File: src/rtl/eaglesong_absorb_stream.sv
// Eaglesong absorb front end: packs a byte stream into rate-sized blocks, adds
// delimiter/zero padding and presents each block (and block ^ state) downstream.
module eaglesong_absorb_stream #(
    parameter int          RATE_WORDS = 8,
    parameter int          BEAT_BYTES = 4,
    parameter logic [7:0]  DELIM      = 8'h06
) (
    input  logic                          clk,
    input  logic                          rst_n,
    input  logic                          in_valid,
    output logic                          in_ready,
    input  logic [8*BEAT_BYTES-1:0]       in_data,
    input  logic [$clog2(BEAT_BYTES+1)-1:0] in_bytes,
    input  logic                          in_last,
    input  logic [32*RATE_WORDS-1:0]      state_in,
    output logic                          blk_valid,
    input  logic                          blk_ready,
    output logic [32*RATE_WORDS-1:0]      blk_data,
    output logic [32*RATE_WORDS-1:0]      state_out,
    output logic                          blk_first,
    output logic                          blk_last,
    output logic [7:0]                    blk_idx
);

    localparam int BLK_BYTES = 4 * RATE_WORDS;
    localparam int BLK_W     = 32 * RATE_WORDS;
    localparam int BIT_W     = $clog2(BLK_W);
    localparam int FILL_W    = (BLK_BYTES > 1) ? $clog2(BLK_BYTES) : 1;

    typedef enum logic [1:0] {
        ST_FILL = 2'd0,
        ST_EMIT = 2'd1,
        ST_PAD  = 2'd2
    } state_e;

    state_e              state_q, state_d;
    logic [FILL_W-1:0]   fill_q, fill_d;
    logic [BLK_W-1:0]    buf_q, buf_d;
    logic                pad_pending_q, pad_pending_d;
    logic                last_q, last_d;
    logic                first_q, first_d;
    logic [7:0]          idx_q, idx_d;
    logic [31:0]         nb_s;
    logic [31:0]         sum_s;

    // Byte b of the block sits in word b/4, first byte of each word in the MSB.
    function automatic logic [BIT_W-1:0] byte_lsb(input logic [31:0] b);
        logic [31:0] pos;
        pos = ((b >> 2) << 5) + ((32'd3 - (b & 32'd3)) << 3);
        return pos[BIT_W-1:0];
    endfunction

    // State register and datapath flops.
    always_ff @(posedge clk or negedge rst_n) begin
        if (!rst_n) begin
            state_q       <= ST_FILL;
            fill_q        <= '0;
            buf_q         <= '0;
            pad_pending_q <= 1'b0;
            last_q        <= 1'b0;
            first_q       <= 1'b1;
            idx_q         <= 8'd0;
        end else begin
            state_q       <= state_d;
            fill_q        <= fill_d;
            buf_q         <= buf_d;
            pad_pending_q <= pad_pending_d;
            last_q        <= last_d;
            first_q       <= first_d;
            idx_q         <= idx_d;
        end
    end

    // Next-state and buffer update.
    always_comb begin
        state_d       = state_q;
        fill_d        = fill_q;
        buf_d         = buf_q;
        pad_pending_d = pad_pending_q;
        last_d        = last_q;
        first_d       = first_q;
        idx_d         = idx_q;
        nb_s          = 32'(BEAT_BYTES);
        if (in_last && (32'(in_bytes) < 32'(BEAT_BYTES))) begin
            nb_s = 32'(in_bytes);
        end else begin
            nb_s = 32'(BEAT_BYTES);
        end
        sum_s = 32'(fill_q) + nb_s;
        case (state_q)
            ST_FILL: begin
                if (in_valid) begin
                    // Bytes past in_bytes on a last beat are forced to zero.
                    for (int k = 0; k < BEAT_BYTES; k++) begin
                        buf_d[byte_lsb(32'(fill_q) + 32'(k)) +: 8] =
                            (32'(k) < nb_s) ? in_data[8*k +: 8] : 8'h00;
                    end
                    if (!in_last) begin
                        fill_d = fill_q + FILL_W'(BEAT_BYTES);
                        if (sum_s == 32'(BLK_BYTES)) begin
                            last_d  = 1'b0;
                            state_d = ST_EMIT;
                        end else begin
                            state_d = ST_FILL;
                        end
                    end else if (sum_s < 32'(BLK_BYTES)) begin
                        buf_d[byte_lsb(sum_s) +: 8] = DELIM;
                        last_d  = 1'b1;
                        state_d = ST_EMIT;
                    end else begin
                        // Message ended exactly on a block edge: delimiter needs its own block.
                        last_d        = 1'b0;
                        pad_pending_d = 1'b1;
                        state_d       = ST_EMIT;
                    end
                end else begin
                    state_d = ST_FILL;
                end
            end
            ST_EMIT: begin
                if (blk_ready) begin
                    buf_d  = '0;
                    fill_d = '0;
                    if (pad_pending_q) begin
                        pad_pending_d = 1'b0;
                        buf_d[31:24]  = DELIM;
                        last_d        = 1'b1;
                        first_d       = 1'b0;
                        idx_d         = idx_q + 8'd1;
                        state_d       = ST_PAD;
                    end else if (last_q) begin
                        first_d = 1'b1;
                        idx_d   = 8'd0;
                        state_d = ST_FILL;
                    end else begin
                        first_d = 1'b0;
                        idx_d   = idx_q + 8'd1;
                        state_d = ST_FILL;
                    end
                end else begin
                    state_d = ST_EMIT;
                end
            end
            ST_PAD: begin
                if (blk_ready) begin
                    buf_d   = '0;
                    fill_d  = '0;
                    last_d  = 1'b0;
                    first_d = 1'b1;
                    idx_d   = 8'd0;
                    state_d = ST_FILL;
                end else begin
                    state_d = ST_PAD;
                end
            end
            default: begin
                state_d       = ST_FILL;
                fill_d        = '0;
                buf_d         = '0;
                pad_pending_d = 1'b0;
                last_d        = 1'b0;
                first_d       = 1'b1;
                idx_d         = 8'd0;
            end
        endcase
    end

    // Outputs decoded from registered state only (no blk_ready feed-through).
    always_comb begin
        case (state_q)
            ST_FILL: begin
                in_ready  = 1'b1;
                blk_valid = 1'b0;
            end
            ST_EMIT, ST_PAD: begin
                in_ready  = 1'b0;
                blk_valid = 1'b1;
            end
            default: begin
                in_ready  = 1'b0;
                blk_valid = 1'b0;
            end
        endcase
        blk_data  = buf_q;
        blk_first = first_q;
        blk_last  = last_q;
        blk_idx   = idx_q;
        if (first_q) begin
            state_out = buf_q;
        end else begin
            state_out = buf_q ^ state_in;
        end
    end

endmodule

File: config.mk
export PLATFORM = sky130hd
export DESIGN_NAME = eaglesong_absorb_stream
export DESIGN_NICKNAME = d
export VERILOG_FILES = /design/src/rtl/eaglesong_absorb_stream.sv
export SDC_FILE = /design/constraint.sdc
export NUM_CORES = 1
export LEC_CHECK = 0
export ABC_AREA = 1
export CAP_MARGIN = 20
export CELL_PAD_IN_SITES_DETAIL_PLACEMENT = 0
export CELL_PAD_IN_SITES_GLOBAL_PLACEMENT = 1
export CORE_AREA = 2 2 319 321
export DETAILED_ROUTE_END_ITERATION = 12
export DIE_AREA = 0 0 321 323
export PLACE_DENSITY = 0.67
export SLEW_MARGIN = 20
export SYNTH_ARGS = -nofsm -noshare
export SYNTH_HDL_FRONTEND = slang
export SYNTH_SLANG_ARGS = --single-unit
export TNS_END_PERCENT = 100
File: constraint.sdc
create_clock -name clk -period 3.55 [get_ports clk]
set_input_delay 0.8875 -clock clk [delete_from_list [all_inputs] [get_ports clk]]
set_output_delay 0.8875 -clock clk [all_outputs]
set_load 0.01 [all_outputs]
==> results <==
[state kept, by name (all words and copies together) (netlist names)]
register	flops
blk_data	256
blk_idx	8
fill_q	3
state_q	2
blk_first	1
blk_last	1
pad_pending_q	1
[final timing paths]
path / slack [ns] / start / depth (start not counted) / endpoint
worst max-delay path: 0.13 / blk_first / 6 / state_out[206]
worst min register to register: 0.50 / blk_idx[6] / 1 / blk_idx[6]
max in group asynchronous: 2.28 / rst_n / 2 / blk_data[228]
worst max register to register: 0.67 / fill_q[3] / 10 / blk_data[194]
worst min-delay path: 0.33 / rst_n / 1 / blk_data[176]
min in group clk: 0.50 / blk_idx[6] / 1 / blk_idx[6]
[power groups by stage]
stage,Sequential (W),Clock [W],Combinational [W]
floorplan,0.00530,0,0.00699
global placement,0.00566,0,0.0147
detailed placement,0.00567,0,0.0148
CTS,0.00563,0.00393,0.0149
global route,0.00573,0.00407,0.0161
finish,0.00558,0.00382,0.0147
[Yosys cell counts, drive strengths merged, types with 2 or more instances]
master,number
o21ai,184
nand2,1022
nand4,97
clkbuf,106
mux2i,6
xor2,256
a21oi,133
clkinv,4
dfrtp,271
o21bai,2
nand3,213
ha,26
o211ai,6
buf,46
a31oi,2
nor3,6
inv,347
nor2,180
[placed cells by master (no fill, tap or decap), drive strengths merged, types with 7 or more instances in the layout]
| master | synthesis | final |
|---|---|---|
| nand2 | 1022 | 1022 |
| ha | 26 | 26 |
| inv | 347 | 350 |
| xor2 | 256 | 256 |
| o21ai | 184 | 184 |
| nand4 | 97 | 97 |
| buf | 46 | 87 |
| nand3 | 213 | 213 |
| clkdlybuf4s50 | 0 | 818 |
| nor2 | 180 | 180 |
| a21oi | 133 | 133 |
| clkinv | 4 | 12 |
| dfrtp | 271 | 271 |
| diode | 0 | 7 |
| clkbuf | 106 | 50 |
[layer usage]
metal	up-vias	track usage [%]	part of all wire [%]
met5	-	0	0.027
met4	4	3.437	1.3
met3	71	3.675	5.7
met2	716	32.66	49
met1	10232	24.57	44
li1	10706	-	-
[stage by stage]
step	util (%)	instances	total power (W)	area [sq um]
2_1_floorplan	-	2914	0.01229	19690
3_3_place_gp	29.59	4976	0.02038	29800
3_5_place_dp	29.59	4976	0.02044	29800
4_1_cts	30.80	5042	0.02442	31020
5_1_grt	30.80	5043	0.02588	31020
6_report	30.82	5049	0.02407	31040
[worst max-delay path, cell delays in order, from the launching register on]
cell and delay (ns):
dfstp_2 0.61, inv_12 0.12, buf_4 0.25, nand2_1 0.08
xor2_1 0.28, inv_1 0.08, clkdlybuf4s50_1 0.49
[logic make-up after synthesis]
| logic type | synth area share (%) |
|---|---|
| compound gates | 8.625 |
| xor+xnor | 11.39 |
| fa+ha+maj | 1.653 |
| buf+inv | 9.998 |
| flops | 34.58 |
| mux | 0.3051 |
| other cells | 0.01905 |
| simple gates | 33.43 |
[cell type report]
type	count	share of cell area (%)
clock buffer	50	3.366
sequential	272	21.94
clock inverter	16	0.5482
multi-input combinational	2139	35.27
antenna	7	0.05643
inverter	351	4.309
timing repair buffer	905	29.23
tap	1309	5.277
[repair_timing]
item | 4_1_cts | 5_1_grt
hold endpoints to repair | 0 | 0
setup endpoints to repair | 1 | 0
buffers inserted | 0 | 0
resized for setup | 1 | 0
==> flow_metrics.py <==
metrics = {
    "floorplanning": {
        "die_w_microns": 321,
        "die_area_sq_mm": 0.1037,
        "die-height_microns": 323,
        "rows": 117,
        "start_util_pct": 19.55,
        "coreArea_sq_mm": 0.1007,
        "io_pins": 820,
    },
    "cts": {
        "clk_pin_slew_ns": 0.06,
        "cts_made_buffers": 37,
        "cts-root-buf": "clkbuf_16",
        "cts_tree": "yes",
        "holdBufCountCts": 0,
        "cts_sinks": 272,
        "htree_levels": 2,
        "clock_latency_ns": 0.56,
        "clock_path_buffers": 3,
    },
    "placement": {
        "port_buffers": 819,
        "place_hpwl_mm": 78.77,
        "gp_congestion": 0.8272,
        "pre_cts_ws_ns": 0.04254,
    },
    "grt": {
        "overflow": 0,
        "antenna_found_initial": 9,
        "grt_pass1_wl_mm": 144.1,
        "grt_max_degree": 154,
        "track_usage_pct": 18.91,
        "grt_pass1_vias": 20600,
    },
    "layout": {
        "fin_nets": 4028,
        "areaGrowthSynthToFinish_pct": 57.68,
        "drive_gt1_share_pct": 5.867,
        "ff_latch_area_sq_mm": 0.006810,
        "multi_input_area_sq_mm": 0.01095,
        "fill_cells": 10831,
    },
    "sta": {
        "fin_crit_ns": 3.423,
        "setup_viol": 0,
        "hold_violations": 0,
        "grt_setup_unrepaired": "no",
        "tns_ns": 0,
        "fin_crit_sh_pct": 96.42,
        "drv_slew": 0,
        "finalClockSkew_ns": 0.01692,
        "maxClockFrequency_ghz": 0.2922,
        "fin_hold_ws_ns": 0.3278,
        "fin_ws_ns": 0.1273,
        "worst_pin_slew_ns": 1.008,
        "slew_headroom_pct": 32.71,
    },
    "power_and_ir_drop": {
        "ir_drop_mv": 0.3180,
        "p_switching_w": 0.01098,
        "internal_power_w": 0.01309,
        "p_per_area_mw_per_mm2": 775.5,
        "pwr-share-clk_pct": 15.9,
        "combPwrFrac_pct": 60.9,
        "swShare_pct": 45.64,
        "power_frac_seq_pct": 23.2,
        "power.leakage_nw": 15.47,
    },
    "drt": {
        "first_pass_iters": 6,
        "ant_nets": 0,
        "vias": 21729,
        "wl_mm": 102.3,
        "drc": 0,
        "initialDrtViolationCount": 1538,
        "wl_per_cell_microns": 20.25,
        "routed_via_density": 4.304,
    },
    "synthesis": {
        "yosys_warnings": 0,
        "syn_avg_cell_area_sq_um": 6.760,
        "synth_edf_count": 0,
        "synthCells": 2912,
        "synth-seq-cells": 272,
        "yosys.area.top_type": "dfrtp_1",
        "synth_top_area_share_pct": 34.45,
        "ys.flop_type": "dfrtp_1",
        "synth.distinct_cells": 37,
        "synthArstFlopShare_pct": 100.0,
        "synth_area_leaders": "dfrtp_1 34%, nand2_1 19%, xor2_1 11%",
        "synth_area_sq_mm": 0.01969,
        "seq_area_frac_synth_pct": 34.58,
    },
    "hold_path": {
        "holdCritPathClass": "input pin to asynchronous set/reset pin",
    },
    "setup_path": {
        "worstSetupPathType": "flop to output port",
        "endpoint_kind": "output port",
        "crit_path_max_fanout": 45,
        "cp.arrival_ns": 2.54,
        "critPathLaunchType": "flop",
        "cp.required_ns": 2.66,
    },
    "job": {
        "maxCapViolations": 0,
    },
    "outcome": {
        "run_status": "completed",
    },
}
Power figures use the tool's default switching activity.
